**config.mk**
```make
export PLATFORM = sky130hd
export DESIGN_NAME = id_stage_pipe
export DESIGN_NICKNAME = d
export VERILOG_FILES = /design/src/rtl/id_stage_pipe.sv
export SDC_FILE = /design/constraint.sdc
export NUM_CORES = 1
export LEC_CHECK = 0
export BUFFER_PORTS_ARGS = -buffer_cell sky130_fd_sc_hd__buf_2
export CELL_PAD_IN_SITES_DETAIL_PLACEMENT = 2
export CELL_PAD_IN_SITES_GLOBAL_PLACEMENT = 2
export CORE_ASPECT_RATIO = 1.25
export CORE_UTILIZATION = 32
export DETAILED_ROUTE_END_ITERATION = 8
export PLACE_DENSITY_LB_ADDON = 0.15
export SKIP_LAST_GASP = 1
export SYNTH_ARGS = -nofsm -noshare
export SYNTH_HDL_FRONTEND = slang
export SYNTH_SLANG_ARGS = --single-unit
```
**constraint.sdc**
```tcl
create_clock -name clk -period 4.65 [get_ports clk]
set_clock_uncertainty 0.05 [all_clocks]
set_input_delay 1.1625 -clock clk [delete_from_list [all_inputs] [get_ports clk]]
set_output_delay 1.1625 -clock clk [all_outputs]
set_load 0.005 [all_outputs]
```
**src/rtl/id_stage_pipe.sv**
```systemverilog
// Decode stage with its own ID/EX register: ARM-subset decode, condition check, 16-entry regfile
// read, bubble/flush handling and a post-branch squash window.
module id_stage_pipe #(
    parameter int unsigned DATA_W        = 32,
    parameter int unsigned BRANCH_SHADOW = 1,
    parameter bit          BYPASS_EN     = 1'b1
) (
    input  logic              clk,
    input  logic              rst,
    input  logic              instr_valid,
    input  logic [31:0]       instr,
    input  logic [3:0]        status,
    input  logic              hazard,
    input  logic              flush,
    input  logic              wb_en,
    input  logic [3:0]        wb_dest,
    input  logic [DATA_W-1:0] wb_value,
    output logic [3:0]        src1,
    output logic [3:0]        src2,
    output logic              two_src,
    output logic              ex_valid,
    output logic              ex_wb_en,
    output logic              ex_mem_r_en,
    output logic              ex_mem_w_en,
    output logic              ex_b,
    output logic              ex_s,
    output logic              ex_imm,
    output logic [3:0]        ex_exe_cmd,
    output logic [DATA_W-1:0] ex_val_rn,
    output logic [DATA_W-1:0] ex_val_rm,
    output logic [11:0]       ex_shift_operand,
    output logic [23:0]       ex_signed_imm_24,
    output logic [3:0]        ex_dest,
    output logic [3:0]        ex_src1,
    output logic [3:0]        ex_src2,
    output logic              shadow_busy
);

    localparam logic [2:0] ShadowInit = 3'(BRANCH_SHADOW);

    logic [1:0]        mode;
    logic [3:0]        op;
    logic              s_bit, store;
    logic              dec_nop, dec_wb, dec_mem_r, dec_mem_w, dec_b, dec_s, dec_imm;
    logic [3:0]        dec_cmd;
    logic              cond_pass, kill;
    logic              flag_n, flag_z, flag_c, flag_v;
    logic [DATA_W-1:0] rf_q [16];
    logic [DATA_W-1:0] rd_rn, rd_rm;
    logic [2:0]        squash_q, squash_d;

    assign mode    = instr[27:26];
    assign op      = instr[24:21];
    assign s_bit   = instr[20];
    assign store   = (mode == 2'b01) & ~s_bit;
    assign src1    = instr[19:16];
    assign src2    = store ? instr[15:12] : instr[3:0];
    assign two_src = ~instr[25] | store;

    always_comb begin
        dec_nop   = 1'b0;
        dec_wb    = 1'b0;
        dec_mem_r = 1'b0;
        dec_mem_w = 1'b0;
        dec_b     = 1'b0;
        dec_s     = 1'b0;
        dec_cmd   = 4'b0000;
        unique case (mode)
            2'b00: begin
                dec_wb = 1'b1;
                dec_s  = s_bit;
                unique case (op)
                    4'b1101: dec_cmd = 4'b0001;
                    4'b1111: dec_cmd = 4'b1001;
                    4'b0100: dec_cmd = 4'b0010;
                    4'b0101: dec_cmd = 4'b0011;
                    4'b0010: dec_cmd = 4'b0100;
                    4'b0110: dec_cmd = 4'b0101;
                    4'b0000: dec_cmd = 4'b0110;
                    4'b1100: dec_cmd = 4'b0111;
                    4'b0001: dec_cmd = 4'b1000;
                    4'b1010: begin dec_cmd = 4'b0100; dec_wb = 1'b0; end
                    4'b1000: begin dec_cmd = 4'b0110; dec_wb = 1'b0; end
                    default: begin dec_nop = 1'b1; dec_wb = 1'b0; dec_s = 1'b0; end
                endcase
            end
            2'b01: begin
                dec_cmd   = 4'b0010;
                dec_mem_r = s_bit;
                dec_wb    = s_bit;
                dec_mem_w = ~s_bit;
            end
            2'b10:   dec_b = 1'b1;
            default: dec_nop = 1'b1;
        endcase
        dec_imm = instr[25] & ~dec_nop;
    end

    assign {flag_n, flag_z, flag_c, flag_v} = status;

    always_comb begin
        cond_pass = 1'b0;
        unique case (instr[31:28])
            4'b0000: cond_pass = flag_z;
            4'b0001: cond_pass = ~flag_z;
            4'b0010: cond_pass = flag_c;
            4'b0011: cond_pass = ~flag_c;
            4'b0100: cond_pass = flag_n;
            4'b0101: cond_pass = ~flag_n;
            4'b0110: cond_pass = flag_v;
            4'b0111: cond_pass = ~flag_v;
            4'b1000: cond_pass = flag_c & ~flag_z;
            4'b1001: cond_pass = ~flag_c | flag_z;
            4'b1010: cond_pass = (flag_n == flag_v);
            4'b1011: cond_pass = (flag_n != flag_v);
            4'b1100: cond_pass = ~flag_z & (flag_n == flag_v);
            4'b1101: cond_pass = flag_z | (flag_n != flag_v);
            4'b1110: cond_pass = 1'b1;
            default: cond_pass = 1'b0;
        endcase
    end

    // Write-through lets an instruction see a result retiring in the same cycle.
    assign rd_rn = (BYPASS_EN && wb_en && (wb_dest == src1)) ? wb_value : rf_q[src1];
    assign rd_rm = (BYPASS_EN && wb_en && (wb_dest == src2)) ? wb_value : rf_q[src2];

    always_ff @(posedge clk or negedge rst) begin
        if (!rst) begin
            for (int i = 0; i < 16; i++) rf_q[i] <= '0;
        end else if (wb_en) begin
            rf_q[wb_dest] <= wb_value;
        end
    end

    assign shadow_busy = (squash_q != 3'd0);
    assign kill        = flush | hazard | ~instr_valid | ~cond_pass | shadow_busy;

    // Stalled cycles re-present the same slot, so they do not consume the shadow.
    always_comb begin
        squash_d = squash_q;
        if (flush) begin
            squash_d = 3'd0;
        end else if (~kill & dec_b) begin
            squash_d = ShadowInit;
        end else if (shadow_busy && !hazard && instr_valid) begin
            squash_d = squash_q - 3'd1;
        end
    end

    always_ff @(posedge clk or negedge rst) begin
        if (!rst) begin
            squash_q         <= 3'd0;
            ex_valid         <= 1'b0;
            ex_wb_en         <= 1'b0;
            ex_mem_r_en      <= 1'b0;
            ex_mem_w_en      <= 1'b0;
            ex_b             <= 1'b0;
            ex_s             <= 1'b0;
            ex_imm           <= 1'b0;
            ex_exe_cmd       <= 4'b0000;
            ex_val_rn        <= '0;
            ex_val_rm        <= '0;
            ex_shift_operand <= 12'd0;
            ex_signed_imm_24 <= 24'd0;
            ex_dest          <= 4'd0;
            ex_src1          <= 4'd0;
            ex_src2          <= 4'd0;
        end else begin
            squash_q         <= squash_d;
            ex_valid         <= ~kill;
            ex_wb_en         <= ~kill & dec_wb;
            ex_mem_r_en      <= ~kill & dec_mem_r;
            ex_mem_w_en      <= ~kill & dec_mem_w;
            ex_b             <= ~kill & dec_b;
            ex_s             <= ~kill & dec_s;
            ex_imm           <= ~kill & dec_imm;
            ex_exe_cmd       <= kill ? 4'b0000 : dec_cmd;
            ex_val_rn        <= rd_rn;
            ex_val_rm        <= rd_rm;
            ex_shift_operand <= instr[11:0];
            ex_signed_imm_24 <= instr[23:0];
            ex_dest          <= instr[15:12];
            ex_src1          <= src1;
            ex_src2          <= src2;
        end
    end

endmodule

```
# After elaboration in Yosys (flattened, before gate mapping)
# Cells that the tools add are included.
# word_totals
reg_bits,638
# classes
muxes,28
eq_ne,30
magnitude_cmp,4
n_bitwise,30
reduce_logical,16
addsub,1
# op_table
cell,n
512-bit bitwise mux,1
32-bit binary-select mux with 4-bit select,2
32-bit two-way mux,7
32-bit demux with 4-bit select,1
4-bit equality test (second input constant),12
4-bit case mux with 9 select lines,1
4-bit by 3-bit equality test with 1-bit output (second input constant),7
5-bit >= comparator (second input constant),3
4-bit NOT with 5-bit output,3
1-bit case mux with 15 select lines,1
4-bit by 2-bit equality test with 1-bit output (second input constant),3
11-bit OR reduction,1
1-bit bitwise AND,10
1-bit NOT,10
3-bit two-way mux,3
9-bit OR reduction,1
4-bit by 1-bit equality test with 1-bit output (second input constant),2
4-bit equality test,2
4-bit zero test,2
4-bit two-way mux,2
4-bit case mux with 2 select lines,1
1-bit two-way mux,7
1-bit OR,7
3-bit nonzero test,2
11 further kinds,18

# Depth between registers and ports, before layout
# depth
depth_word,10
depth_mapped,12
mapped_depth_nobuf,9

# Least setup slack after synthesis
# No wires, ideal clock.
# synth_timing
path_type,input -> output
startpoint,input instr[27]
endpoint,output src2[1]
path_slack_ns,0.832
n_path_buf,4
stages,8
arrival_time_ns,2.606
path_cell_list,inv_1 ha_1 nor2b_2 buf_6 mux2_4 buf_6 buf_6 buf_4
# synth_via
elab_chain_len,3
# synth_lines
element,line,rtl
start: declaration,11,"input logic [31:0] instr,"
2-bit by 1-bit equality test with 1-bit output,55,assign store = (mode == 2'b01) & ~s_bit;
1-bit bitwise AND,55,
4-bit two-way mux,57,assign src2 = store ? instr[15:12] : instr[3:0];
end: declaration,19,"output logic [3:0] src2,"
# Every way passes these cells.

# Worst setup path after layout
# Same ends and word-level chain as after synthesis.

==> impl_metrics.toml <==
[outcome]
status = "complete, no violations"

[timing]
slew_violations = 0
fin_setup_tns_ns = 0
finalCriticalPeriod_ns = 4.29
fmax_mhz = 233
rsz0062_at_grt = "no"
hold_viol = 0
tightestPinTransition_ns = 1.07
setup_viol = 0
setup_slack_ns = 0.357
slew_headroom = 0.289
final.period_utilization = 0.923

[floorplanning]
initial_utilization = 0.324
die_area_um2 = 98900
rows = 127
fp.dieH_um = 351
die_width_um = 281
io-pin-count = 211
fp.coreArea_um2 = 96300

[worst_setup_path]
path_class = "in -> out"
end_kind = "primary output"
critPathMaxFanout = 31
required_ns = 3.44
cp.arrival_ns = 3.08
crit_path_start_kind = "input port"

[route]
top_layer = "met5"
vias = 20400
totalWireLength_mm = 109
wire_per_inst_um = 29.6
routed-wl-met3_mm = 4.00
wirelength_met1_mm = 48.0
ant_nets = 0
first_pass_iters = 5
drc = 0
via_per_inst = 5.54
dr_wl_met2_mm = 53.4
dr.first_iter.drc_count = 1022

[clock_tree]
path_clk_slew_ns = 0.06
worst_skew_pair.late_latency_ns = 0.64
cts.sinks = 618
cts-resized-gates = 0
ctsRootBufferMaster = "clkbuf_16"
cts_tree = "yes"
cts_made_buffers = 72
hold_buffers = 0
htree_levels = 3
cts_buffer_depth = 3
cts_setup_buffers = 0

[layout]
fin_nets = 2423
fin_util = 0.377
drive_gt1_frac = 0.463
n_antenna_cell = 0
area_growth_pct = 16.1
design_area_um2 = 36300

[synth]
ys.flop_type = "dfrtp_1"
synth-edff-count = 0
synth-xor-area-share = 0.00252
synth_top_family_by_area = "multiplexers"
syn_area_um2 = 31200
synth_fa_ha_area_frac = 0.00200
synth_compound_area_frac = 0.0390
yosysWarnings = 0
synth_simple_gate_area_frac = 0.0295
synthArstFlopShare = 1.00
ys_seq_area_frac = 0.495
ys_seq_elements = 618
synth.area.mux_share = 0.395
syn_nets = 2276
synth_area_per_cell_um2 = 14.2
syn_inst = 2193
synth.distinct_cells = 58

[power_and_ir_drop]
power.density_nw_per_um2 = 465
power_leakage_uw = 0.0157
peakVddDrop_mv = 0.212
p_total_uw = 16900

[flow_run]
cap_violations = 0

[placed_design]
place_area_um2 = 33900
pre_cts_ws_ns = 0.339
gp_congestion = 0.753
port_buffers = 210
dpl.hpwl_mm = 67.4

[grt]
grt_pass1_vias = 23100
grt-ovfl-total = 0
grt_pass1_wl_mm = 162
grt_use_total = 0.223
grt_start_max_net_pins = 101
antenna_found_initial = 6

[worst_hold_path]
hp-class = "reg -> reg"
path summary, 6_finish.rpt:
path / start / to / slack (ns) / cells after the start
max: instr[27] / src2[1] / 0.36 / 6
min: rf_q[404] / rf_q[404] / 0.47 / 1
max reg2reg: squash_q[0] / ex_exe_cmd[0] / 2.33 / 10
min reg2reg: rf_q[404] / rf_q[404] / 0.47 / 1
max in group asynchronous: rst / rf_q[237] / 2.79 / 2
min in group asynchronous: rst / ex_val_rn[3] / 0.54 / 1
area by class of cell:
cell class,instances,area (um2)
Clock buffer,106,2100
Multi-Input combinational cell,1345,14700
Inverter,13,48.8
Sequential cell,618,15500
Fill cell,9652,60000
Timing Repair Buffer,290,2060
Clock inverter,20,240
Tap cell,1290,1610
Yosys cell counts, types with 8 or more instances:
cell type	number	share of area
buf_4	30	0.0072
inv_1	11	0.0013
nand2b_1	10	0.0020
dfrtp_1	618	0.50
buf_6	13	0.0047
mux2_1	25	0.0090
clkbuf_1	121	0.015
mux2_2	521	0.19
mux4_2	160	0.12
nor2_1	19	0.0023
nor2b_1	8	0.0016
a21oi_1	9	0.0014
buf_1	20	0.0024
o21ai_1	34	0.0054
nor4_1	31	0.0062
o22ai_1	126	0.025
mux2i_1	257	0.082
nand2_1	60	0.0072
buf_2	29	0.0046
flip-flops by register name, indices dropped and copies added (netlist names), 3 cells and up:
signal / count
ex_src2: 4
ex_val_rn: 32
ex_exe_cmd: 4
ex_signed_imm_24: 18
ex_src1: 3
rf_q: 512
ex_val_rm: 32
ex_dest: 3
squash_q: 3
layout by cell type (no fill, tap or decap), drive strengths merged, types with 5 or more instances in the layout:
master / Yosys / final
dfrtp: 618 / 618
mux2: 547 / 547
buf: 96 / 290
mux2i: 257 / 257
mux4: 160 / 160
o22ai: 126 / 126
clkbuf: 121 / 106
nand2: 60 / 60
o21ai: 39 / 39
nor4: 32 / 32
nor2: 19 / 19
inv: 13 / 17
clkinv: 0 / 11
nand2b: 10 / 10
a21oi: 10 / 10
nor2b: 9 / 9
xnor2: 6 / 6
and3: 6 / 6
nor3b: 5 / 5
ha: 5 / 5
bufinv: 0 / 5
nand3: 5 / 5
per-layer routing:
layer,global-route usage,up-vias
li1,-,8566
met1,0.298,11200
met2,0.370,426
met3,0.0312,181
met4,0.0786,6
met5,0,-
critical path: stages:
cell,delay [ns]
buf_2,0.11
inv_1,0.07
ha_1,0.33
nor2b_2,0.56
mux2_8,0.60
buf_2,0.22
through the flow:
| step | hold slack [ns] | cells |
|---|---|---|
| 4_1_cts | 0.473 | 3682 |
| 2_1_floorplan | 0.425 | 2193 |
| 6_report | 0.469 | 3682 |
| 3_5_place_dp | 0.459 | 3556 |
| 5_1_grt | 0.492 | 3682 |
| 3_3_place_gp | 0.442 | 3556 |
where the power goes:
group / internal [uW] / total, uW / switching [uW]
Clock: 3400 / 5780 / 2370
Combinational: 2040 / 3530 / 1490
Sequential: 6610 / 7560 / 948
Total: 12100 / 16900 / 4810
kinds of logic (layout without fill, tap and decap cells):
family | count (synthesis) | after routing
compound gates | 196 | 196
xor+xnor | 9 | 9
fa+ha+maj | 5 | 5
buf+inv | 230 | 429
flops | 618 | 618
mux | 964 | 964
simple gates | 171 | 171
(Power assumes the default switching activity.)
